`src/rtl/parking_ctrl_sched.sv`:
```
// Parking occupancy controller: a lot shared between a university pool and a general pool.
// The uni share follows a time-of-day schedule. Uni cars may overflow into the general pool.
module parking_ctrl_sched #(
  parameter int CNT_W          = 16,
  parameter int TIME_W         = 12,
  parameter int TOTAL_CAP      = 700,
  parameter int UNI_CAP_DAY    = 500,
  parameter int UNI_CAP_NIGHT  = 200,
  parameter int DAY_LEN        = 1440,
  parameter int TICKS_PER_STEP = 1,
  parameter int T_DAY_START    = 480,
  parameter int T_RAMP_START   = 780,
  parameter int T_DAY_END      = 960,
  parameter int RAMP_PERIOD    = 60,
  parameter int RAMP_STEP      = 50,
  parameter int ALLOW_OVERFLOW = 1
) (
  input  logic              clk,
  input  logic              rst,
  input  logic              start,
  input  logic              car_entered,
  input  logic              is_uni_car_entered,
  input  logic              car_exited,
  input  logic              is_uni_car_exited,
  output logic              entry_ok,
  output logic              entry_rejected,
  output logic              exit_err,
  output logic [CNT_W-1:0]  uni_car_parked,
  output logic [CNT_W-1:0]  parked_car,
  output logic [CNT_W-1:0]  uni_vacated_space,
  output logic [CNT_W-1:0]  vacated_space,
  output logic              uni_is_vacated_space,
  output logic              is_vacated_space,
  output logic [CNT_W-1:0]  uni_capacity,
  output logic [TIME_W-1:0] clock_time
);

  localparam int PRE_W = (TICKS_PER_STEP > 1) ? $clog2(TICKS_PER_STEP) : 1;
  localparam int EXT_W = CNT_W + 2;

  localparam logic [CNT_W-1:0]  TOTAL_C      = CNT_W'(TOTAL_CAP);
  localparam logic [CNT_W-1:0]  CAP_DAY      = CNT_W'(UNI_CAP_DAY);
  localparam logic [CNT_W-1:0]  CAP_NIGHT    = CNT_W'(UNI_CAP_NIGHT);
  localparam logic [CNT_W-1:0]  RAMP_STEP_C  = CNT_W'(RAMP_STEP);
  localparam logic [TIME_W-1:0] T_LAST       = TIME_W'(DAY_LEN - 1);
  localparam logic [TIME_W-1:0] T_DAY_S      = TIME_W'(T_DAY_START);
  localparam logic [TIME_W-1:0] T_RAMP_S     = TIME_W'(T_RAMP_START);
  localparam logic [TIME_W-1:0] T_DAY_E      = TIME_W'(T_DAY_END);
  localparam logic [TIME_W-1:0] RAMP_LAST    = TIME_W'(RAMP_PERIOD - 1);
  localparam logic [PRE_W-1:0]  PRE_LAST     = PRE_W'(TICKS_PER_STEP - 1);

  logic [PRE_W-1:0]  presc_q, presc_d;
  logic [TIME_W-1:0] time_q, time_d;
  logic [TIME_W-1:0] ramp_cnt_q, ramp_cnt_d;
  logic [CNT_W-1:0]  cap_q, cap_d;
  logic [CNT_W-1:0]  uni_in_uni_q, uni_in_uni_d;
  logic [CNT_W-1:0]  uni_in_gen_q, uni_in_gen_d;
  logic [CNT_W-1:0]  gen_cnt_q, gen_cnt_d;
  logic              entry_ok_q, entry_ok_d;
  logic              entry_rej_q, entry_rej_d;
  logic              exit_err_q, exit_err_d;
  logic [CNT_W-1:0]  uni_vac_q, uni_vac_d;
  logic [CNT_W-1:0]  vac_q, vac_d;

  logic              step;
  logic [CNT_W-1:0]  uu_x, ug_x, gc_x;

  function automatic logic [CNT_W-1:0] ramp_dec(input logic [CNT_W-1:0] c);
    if ({1'b0, c} < ({1'b0, CAP_NIGHT} + {1'b0, RAMP_STEP_C}))
      return CAP_NIGHT;
    else
      return c - RAMP_STEP_C;
  endfunction

  function automatic logic [CNT_W-1:0] uni_space(input logic [CNT_W-1:0] cap,
                                                 input logic [CNT_W-1:0] uu);
    return (cap > uu) ? (cap - uu) : '0;
  endfunction

  // Uni cars beyond the current share keep their spaces and are charged to the general pool.
  function automatic logic [CNT_W-1:0] gen_space(input logic [CNT_W-1:0] cap,
                                                 input logic [CNT_W-1:0] uu,
                                                 input logic [CNT_W-1:0] ug,
                                                 input logic [CNT_W-1:0] gc);
    logic [EXT_W-1:0] gen_cap;
    logic [EXT_W-1:0] excess;
    logic [EXT_W-1:0] used;
    gen_cap = (TOTAL_C > cap) ? EXT_W'(TOTAL_C - cap) : '0;
    excess  = (uu > cap) ? EXT_W'(uu - cap) : '0;
    used    = EXT_W'(gc) + EXT_W'(ug) + excess;
    return (gen_cap > used) ? CNT_W'(gen_cap - used) : '0;
  endfunction

  always_comb begin
    presc_d    = presc_q;
    time_d     = time_q;
    ramp_cnt_d = ramp_cnt_q;
    cap_d      = cap_q;
    step       = 1'b0;
    if (start) begin
      if (presc_q == PRE_LAST) begin
        presc_d = '0;
        step    = 1'b1;
      end else begin
        presc_d = presc_q + 1'b1;
      end
    end
    // The ramp is tracked incrementally: ramp_cnt_q is the step offset within the current period.
    if (step) begin
      time_d = (time_q == T_LAST) ? '0 : time_q + 1'b1;
      if (time_d < T_DAY_S || time_d >= T_DAY_E) begin
        cap_d      = CAP_NIGHT;
        ramp_cnt_d = '0;
      end else if (time_d < T_RAMP_S) begin
        cap_d      = CAP_DAY;
        ramp_cnt_d = '0;
      end else if (time_d == T_RAMP_S) begin
        cap_d      = ramp_dec(CAP_DAY);
        ramp_cnt_d = '0;
      end else if (ramp_cnt_q == RAMP_LAST) begin
        cap_d      = ramp_dec(cap_q);
        ramp_cnt_d = '0;
      end else begin
        ramp_cnt_d = ramp_cnt_q + 1'b1;
      end
    end
  end

  always_comb begin
    uu_x         = uni_in_uni_q;
    ug_x         = uni_in_gen_q;
    gc_x         = gen_cnt_q;
    uni_in_uni_d = uni_in_uni_q;
    uni_in_gen_d = uni_in_gen_q;
    gen_cnt_d    = gen_cnt_q;
    entry_ok_d   = 1'b0;
    entry_rej_d  = 1'b0;
    exit_err_d   = 1'b0;
    if (start && car_exited) begin
      if (is_uni_car_exited) begin
        if (uni_in_gen_q != '0)      ug_x = uni_in_gen_q - 1'b1;
        else if (uni_in_uni_q != '0) uu_x = uni_in_uni_q - 1'b1;
        else                         exit_err_d = 1'b1;
      end else begin
        if (gen_cnt_q != '0) gc_x = gen_cnt_q - 1'b1;
        else                 exit_err_d = 1'b1;
      end
    end
    uni_in_uni_d = uu_x;
    uni_in_gen_d = ug_x;
    gen_cnt_d    = gc_x;
    // Entry is judged against the post-exit counts so a full lot can swap a car in the same cycle.
    if (start && car_entered) begin
      if (is_uni_car_entered) begin
        if (uni_space(cap_q, uu_x) != '0) begin
          uni_in_uni_d = uu_x + 1'b1;
          entry_ok_d   = 1'b1;
        end else if ((ALLOW_OVERFLOW != 0) && (gen_space(cap_q, uu_x, ug_x, gc_x) != '0)) begin
          uni_in_gen_d = ug_x + 1'b1;
          entry_ok_d   = 1'b1;
        end else begin
          entry_rej_d  = 1'b1;
        end
      end else begin
        if (gen_space(cap_q, uu_x, ug_x, gc_x) != '0) begin
          gen_cnt_d    = gc_x + 1'b1;
          entry_ok_d   = 1'b1;
        end else begin
          entry_rej_d  = 1'b1;
        end
      end
    end
  end

  always_comb begin
    uni_vac_d = uni_space(cap_d, uni_in_uni_d);
    vac_d     = gen_space(cap_d, uni_in_uni_d, uni_in_gen_d, gen_cnt_d);
  end

  always_ff @(posedge clk or posedge rst) begin
    if (rst) begin
      presc_q      <= '0;
      time_q       <= '0;
      ramp_cnt_q   <= '0;
      cap_q        <= CAP_NIGHT;
      uni_in_uni_q <= '0;
      uni_in_gen_q <= '0;
      gen_cnt_q    <= '0;
      entry_ok_q   <= 1'b0;
      entry_rej_q  <= 1'b0;
      exit_err_q   <= 1'b0;
      uni_vac_q    <= '0;
      vac_q        <= '0;
    end else begin
      presc_q      <= presc_d;
      time_q       <= time_d;
      ramp_cnt_q   <= ramp_cnt_d;
      cap_q        <= cap_d;
      uni_in_uni_q <= uni_in_uni_d;
      uni_in_gen_q <= uni_in_gen_d;
      gen_cnt_q    <= gen_cnt_d;
      entry_ok_q   <= entry_ok_d;
      entry_rej_q  <= entry_rej_d;
      exit_err_q   <= exit_err_d;
      uni_vac_q    <= uni_vac_d;
      vac_q        <= vac_d;
    end
  end

  assign entry_ok             = entry_ok_q;
  assign entry_rejected       = entry_rej_q;
  assign exit_err             = exit_err_q;
  assign uni_car_parked       = uni_in_uni_q + uni_in_gen_q;
  assign parked_car           = gen_cnt_q;
  assign uni_vacated_space    = uni_vac_q;
  assign vacated_space        = vac_q;
  assign uni_is_vacated_space = (uni_vac_q != '0);
  assign is_vacated_space     = (vac_q != '0);
  assign uni_capacity         = cap_q;
  assign clock_time           = time_q;

endmodule

```
`config.mk`:
```
export PLATFORM = sky130hd
export DESIGN_NAME = parking_ctrl_sched
export DESIGN_NICKNAME = d
export VERILOG_FILES = /design/src/rtl/parking_ctrl_sched.sv
export SDC_FILE = /design/constraint.sdc
export NUM_CORES = 1
export LEC_CHECK = 0
export CAP_MARGIN = 20
export CORE_MARGIN = 3
export CORE_UTILIZATION = 40
export DETAILED_ROUTE_END_ITERATION = 12
export SYNTH_ARGS = -nofsm -noshare
export SYNTH_HDL_FRONTEND = slang
export SYNTH_SLANG_ARGS = --single-unit
export TNS_END_PERCENT = 20
```
`constraint.sdc`:
```
create_clock -name clk -period 20.1 [get_ports clk]
set_input_delay 2.01 -clock clk [delete_from_list [all_inputs] [get_ports clk]]
set_output_delay 2.01 -clock clk [all_outputs]
set_load 0.02 [all_outputs]
```
==> impl_metrics.env, run 1 <==
export IMPL_grt_pass1_vias=14800
export IMPL_use_met3_pct=4.39
export IMPL_cts_resized=0
export IMPL_async_flop_share_pct=100
export IMPL_grt_most_used_layer="met2"
export IMPL_htree_levels=4
export IMPL_cts_root_buffer_cell="clkbuf_16"
export IMPL_track_usage_pct=25.1
export IMPL_cts_setup_buffers=0
export IMPL_crit_slowest_cell="o31ai_2"
export IMPL_tns_ps=0
export IMPL_worstSetupStartpointType="primary input"
export IMPL_synth_cell_types=107
export IMPL_period_needed_ps=16650
export IMPL_postCtsHoldBufs=0
export IMPL_relSlewSlack_pct=30.7
export IMPL_min_period_over_period_pct=82.8
export IMPL_crit_top_cell="a21oi_1"
export IMPL_fp_dieArea_mm2=0.0433
export IMPL_ios=104
export IMPL_drive_gt1_share_pct=5.64
export IMPL_critPathMaxStageDelay_ps=860
export IMPL_synth_flop_cell="dfrtp_1"
export IMPL_cp_max_fo=16
export IMPL_port_buffer_count=103
export IMPL_tightest_slew_ps=1030
export IMPL_finalClockSkew_ps=17.7
export IMPL_syn_inst=2034
export IMPL_drv_cap=0
export IMPL_antennaDiodeCount=0
export IMPL_timing_fmax_mhz=60.1
export IMPL_cp_arrival_ps=16930
export IMPL_rsz0062_at_grt="false"
export IMPL_vias=15300
export IMPL_met1_usage_pct=33.2
export IMPL_antenna_found_initial=0
export IMPL_drtIter0Drc=1269
export IMPL_setup_worst_path_class="primary input to flop"
export IMPL_cts_clk_slew_worst_paths_ps=60
export IMPL_initial_utilization_pct=40.8
export IMPL_clock_latency_ps=460
export IMPL_grt_use_met2_pct=40.9
export IMPL_chipWidth_um=208
export IMPL_num_rows=73
export IMPL_core_mm2=0.0400
export IMPL_synth_area_per_cell_um2=8.02
export IMPL_dp_hpwl_mm=45.4
export IMPL_final_common_cell="inv_1"
export IMPL_die_height_um=208
export IMPL_first_pass_iters=6
export IMPL_yosysSeqAreaShare_pct=18.9
export IMPL_final_nets=2304
export IMPL_synth_edf_count=0
export IMPL_tritoncts="done"
export IMPL_vias_per_cell=5.80
export IMPL_setup_viol=0
export IMPL_gp_congestion=0.975
export IMPL_worst_ep_required_time_ps=20380
export IMPL_regArea_mm2=0.00308
export IMPL_area_growth_pct=12.4
export IMPL_wl_per_cell_um=21.0
export IMPL_clkSinkCount=123
export IMPL_multiInputGateArea_mm2=0.0122
export IMPL_end_kind="flop"
export IMPL_drv_slew=0
export IMPL_synth_area_mm2=0.0163
export IMPL_cts_buffers=17
export IMPL_hold_viol_final=0
export IMPL_wl_mm=55.4
export IMPL_grt_max_degree=73
export IMPL_synth_seq_cells=123
export IMPL_outcome="finished clean"
export IMPL_ant_nets=0
export IMPL_clockBufferDepth=2
export IMPL_grt_first_pass_wirelength_mm=85.2
export IMPL_rrSetupSlack_ps=4410
export IMPL_yosys_warnings=0
export IMPL_most_common_layout_cells="inv_1, xnor2_1, nand2_1, ha_1, nor2_1"
export IMPL_nFillCells=3992
export IMPL_hold_path_class="flop to flop"
export IMPL_drcViolationCount=0
export IMPL_grt_ovfl_total=0
==> layer usage <==
| metal | vias to the layer above | part of all wire [%] |
|---|---|---|
| met4 | 0 | 4.0 |
| met1 | 7337 | 44 |
| met3 | 98 | 5.9 |
| met5 | - | 0 |
| met2 | 525 | 46 |
| li1 | 7317 | - |
==> kinds of logic (layout without fill, tap and decap cells) <==
kind of cell             after synthesis  count (layout)  share of synthesized area [%]
XOR/XNOR                             242             242                           13.0
buffers and inverters                266             336                           6.59
AND/OR/NAND/NOR                      736             736                           24.2
multiplexers                          12              12                          0.767
AO/OA/AOI/OAI                        453             453                           19.3
flip-flops                           123             123                           18.9
other                                  1               6                         0.0230
adder cells (fa/ha/maj)              201             201                           17.3
==> path summary, 6_finish.rpt <==
path	start	end	depth (start not counted)
min	ramp_cnt_q[1]$_DFFE_PP0P_	ramp_cnt_q[1]$_DFFE_PP0P_	1
min in group asynchronous	rst	uni_vacated_space[2]$_DFF_PP0_	2
min reg2reg	ramp_cnt_q[1]$_DFFE_PP0P_	ramp_cnt_q[1]$_DFFE_PP0P_	1
max	is_uni_car_exited	vacated_space[3]$_DFF_PP0_	59
max reg2reg	uni_in_gen_q[5]$_DFF_PP0_	vacated_space[3]$_DFF_PP0_	59
max in group asynchronous	rst	parked_car[9]$_DFF_PP0_	3
==> synthesized netlist by cell type, types with 5 or more instances <==
cell type | n | area, µm²
nor4_1 | 51 | 319
xor2_1 | 63 | 552
o2bb2ai_1 | 5 | 43.8
buf_6 | 6 | 67.6
nand3b_1 | 12 | 90.1
a21boi_0 | 12 | 90.1
nor2b_1 | 25 | 156
o21ai_0 | 92 | 460
dfrtp_1 | 120 | 3000
or3_1 | 18 | 113
and3_1 | 30 | 188
a31o_2 | 5 | 43.8
nor4b_1 | 5 | 43.8
and2_1 | 18 | 113
a211oi_2 | 8 | 100
nand2b_1 | 31 | 194
or4_1 | 5 | 37.5
o21bai_1 | 20 | 150
o2111ai_1 | 12 | 105
nor3b_1 | 15 | 113
a211o_1 | 9 | 78.8
o21a_1 | 14 | 105
fa_1 | 41 | 821
o31a_1 | 8 | 70.1
ha_1 | 160 | 2000
and4_1 | 9 | 78.8
nand2_1 | 160 | 601
o31ai_1 | 10 | 75.1
inv_1 | 189 | 709
xnor2_1 | 179 | 1570
or2_2 | 12 | 75.1
o211ai_1 | 12 | 90.1
mux2i_1 | 8 | 80.1
clkbuf_1 | 50 | 188
o21ai_1 | 5 | 25.0
a21o_1 | 39 | 293
nor2_1 | 138 | 518
a31oi_1 | 16 | 100
nand4_1 | 26 | 163
a21oi_1 | 113 | 566
nand3_1 | 50 | 250
nor3_1 | 93 | 465
buf_2 | 13 | 65.1
==> final cells by class <==
class | count | area share (%)
Clock buffer | 18 | 2.39
Clock inverter | 14 | 0.798
Inverter | 191 | 3.92
Multi-Input combinational cell | 1650 | 66.5
Sequential cell | 123 | 16.8
Tap cell | 525 | 3.58
Timing Repair Buffer | 113 | 6.00
==> flip-flops by register name (all words and copies together), names as in the netlist <==
| signal | cells |
|---|---|
| parked_car | 16 |
| uni_capacity | 16 |
| uni_in_gen_q | 16 |
| uni_in_uni_q | 16 |
| uni_vacated_space | 16 |
| vacated_space | 16 |
| clock_time | 12 |
| ramp_cnt_q | 12 |
| entry_ok | 1 |
| entry_rejected | 1 |
| exit_err | 1 |
==> critical path, delay by kind of cell <==
| family | cells | cell delay, ps |
|---|---|---|
| AO/OA/AOI/OAI | 33 | 8520 |
| XOR/XNOR | 2 | 220 |
| adder cells (fa/ha/maj) | 8 | 2880 |
| buffers and inverters | 5 | 840 |
| multiplexers | 1 | 180 |
| AND/OR/NAND/NOR | 10 | 2270 |
==> per-stage QoR <==
stage | util [%] | cell area [µm²] | hold WS [ps] | setup slack, ps | instances
after floorplan | - | 16300 | 471 | 5340 | 2039
after global placement | 44.4 | 17700 | 488 | 3420 | 2601
after detailed placement | 44.4 | 17700 | 501 | 3050 | 2601
after CTS | 45.8 | 18300 | 515 | 3520 | 2633
after global routing | 45.8 | 18300 | 544 | 1990 | 2634
final | 45.8 | 18300 | 508 | 3450 | 2634
Power of run 1 is not shown: default switching activity piles up to over one toggle a cycle in this logic, so the estimate is an artifact.
==> inputs of run 2 (changes only) <==
==> constraint.sdc (replaced) <==
create_clock -name clk -period 16.7 [get_ports clk]
set_input_delay 1.67 -clock clk [delete_from_list [all_inputs] [get_ports clk]]
set_output_delay 1.67 -clock clk [all_outputs]
set_load 0.02 [all_outputs]
==> run 2 against run 1 <==
Via count is 0.14% lower; final cell count is 0.15% higher; worst setup slack worse by 2300 ps; clock-buffer cell count is 2 higher; non-clock buffer count is 4 higher; flip-flop and latch count stayed put; clock skew is 7.5 ps lower; sequential share of layout area is 0.099 points lower; global-route usage is 0.066 points higher; critical endpoint is now vacated_space[5]$_DFF_PP0_; highest routed layer unchanged.
==> impl_metrics.env, run 2 (synthesis results as in run 1) <==
export IMPL_rrSetupSlack_ps=1510
export IMPL_crit_top_cell="a21oi_1"
export IMPL_wl_per_cell_um=21.0
export IMPL_grt_ovfl_total=0
export IMPL_setup_worst_path_class="primary input to flop"
export IMPL_period_needed_ps=15530
export IMPL_port_buffer_count=103
export IMPL_worst_slack_ps=1170
export IMPL_antennaDiodeCount=0
export IMPL_finalClockSkew_ps=10.3
export IMPL_htree_levels=4
export IMPL_antenna_found_initial=0
export IMPL_r2r_end="vacated_space[5]$_DFF_PP0_"
export IMPL_critPathMaxStageDelay_ps=560
export IMPL_hold_path_class="flop to flop"
export IMPL_ant_nets=0
export IMPL_initial_utilization_pct=40.8
export IMPL_cts_root_buffer_cell="clkbuf_16"
export IMPL_drive_gt1_share_pct=6.01
export IMPL_cp_num_cells=62
export IMPL_worstSetupStartpointType="primary input"
export IMPL_tritoncts="done"
export IMPL_reg2reg_from="uni_in_uni_q[7]$_DFF_PP0_"
export IMPL_die_height_um=208
export IMPL_clock_latency_ps=450
export IMPL_reg2reg_depth=62
export IMPL_crit_slowest_cell="fa_1"
export IMPL_wl_mm=55.5
export IMPL_min_period_over_period_pct=93.0
export IMPL_endpoint="vacated_space[5]$_DFF_PP0_"
export IMPL_setup_viol=0
export IMPL_outcome="finished clean"
export IMPL_cp_max_fo=15
export IMPL_chipWidth_um=208
export IMPL_final_nets=2308
export IMPL_vias=15300
export IMPL_track_usage_pct=25.2
export IMPL_dp_hpwl_mm=45.7
export IMPL_worst_ep_required_time_ps=17020
export IMPL_area_growth_pct=13.0
export IMPL_clockBufferDepth=2
export IMPL_cts_clk_slew_worst_paths_ps=60
export IMPL_rsz0062_at_grt="false"
export IMPL_cp_arrival_ps=15850
export IMPL_first_pass_iters=6
export IMPL_fp_dieArea_mm2=0.0433
export IMPL_drv_cap=0
export IMPL_drv_slew=0
export IMPL_most_common_layout_cells="inv_1, xnor2_1, nand2_1, ha_1, nor2_1"
export IMPL_place_ws_ps=-1.13
export IMPL_tightest_slew_ps=941
export IMPL_final_common_cell="inv_1"
export IMPL_critPathTopFamily="compound AO/OA/AOI/OAI gates"
export IMPL_timing_fmax_mhz=64.4
export IMPL_end_kind="flop"
export IMPL_hold_viol_final=0
export IMPL_gp_congestion=0.988
export IMPL_core_mm2=0.0400
export IMPL_grt_first_pass_wirelength_mm=85.5
export IMPL_cts_buffers=17
export IMPL_num_rows=73
export IMPL_relSlewSlack_pct=36.8
export IMPL_vias_per_cell=5.78
export IMPL_ios=104
export IMPL_grt_max_degree=73
export IMPL_crit_buf_inv=7
export IMPL_clkSinkCount=123
export IMPL_drcViolationCount=0
export IMPL_drtIter0Drc=1101
export IMPL_startpoint="car_exited"
export IMPL_grt_pass1_vias=14600
## run 2: changes by cell type in the layout (fill, tap and decap cells not counted), sizes merged
cell	delta
inv	-2
buf	+4
bufinv	+2
clkinvlp	-2
clkbuf	+2
## run 2: worst min-delay path by stage
stage	cells past startpoint	slack (ps)	from	endpoint
2_1_floorplan	1	470	ramp_cnt_q[0]$_DFFE_PP0P_	ramp_cnt_q[0]$_DFFE_PP0P_
3_3_place_gp	1	480	ramp_cnt_q[0]$_DFFE_PP0P_	ramp_cnt_q[0]$_DFFE_PP0P_
3_5_place_dp	1	490	ramp_cnt_q[0]$_DFFE_PP0P_	ramp_cnt_q[0]$_DFFE_PP0P_
4_1_cts	1	500	ramp_cnt_q[0]$_DFFE_PP0P_	ramp_cnt_q[0]$_DFFE_PP0P_
5_1_grt	1	520	ramp_cnt_q[0]$_DFFE_PP0P_	ramp_cnt_q[0]$_DFFE_PP0P_
6_report	1	500	ramp_cnt_q[0]$_DFFE_PP0P_	ramp_cnt_q[0]$_DFFE_PP0P_
## run 2: final cells by class
| class | instances | area (µm²) |
|---|---|---|
| Fill cell | 3989 | 21600 |
| Multi-Input combinational cell | 1650 | 12200 |
| Sequential cell | 123 | 3080 |
| Timing Repair Buffer | 117 | 1130 |
| Inverter | 191 | 719 |
| Tap cell | 525 | 657 |
| Clock buffer | 20 | 457 |
| Clock inverter | 12 | 170 |
## run 2: what timing repair did
action	CTS	global route
endpoints found under the setup margin	0	16
hold buffers	0	0
buffers inserted	0	0
gates resized for setup	0	6
## run 2: through the flow
stage | setup TNS (ps) | hold WS, ps | area (µm²) | instances | util (%)
5_1_grt | 0 | 524 | 18400 | 2638 | 46.1
2_1_floorplan | 0 | 471 | 16300 | 2039 | -
3_3_place_gp | 0 | 483 | 17800 | 2605 | 44.4
3_5_place_dp | -1.13 | 489 | 17800 | 2605 | 44.4
4_1_cts | 0 | 497 | 18400 | 2637 | 46.0
6_report | 0 | 497 | 18400 | 2638 | 46.1
## run 2: routing by layer
metal	up-vias	wire, µm	global-route usage, %
li1	7324	-	-
met1	7363	24600	33.9
met2	479	25500	40.6
met3	90	2960	3.29
met4	0	2450	11.1
met5	-	0	0
Power of run 2 is left out for the same reason.
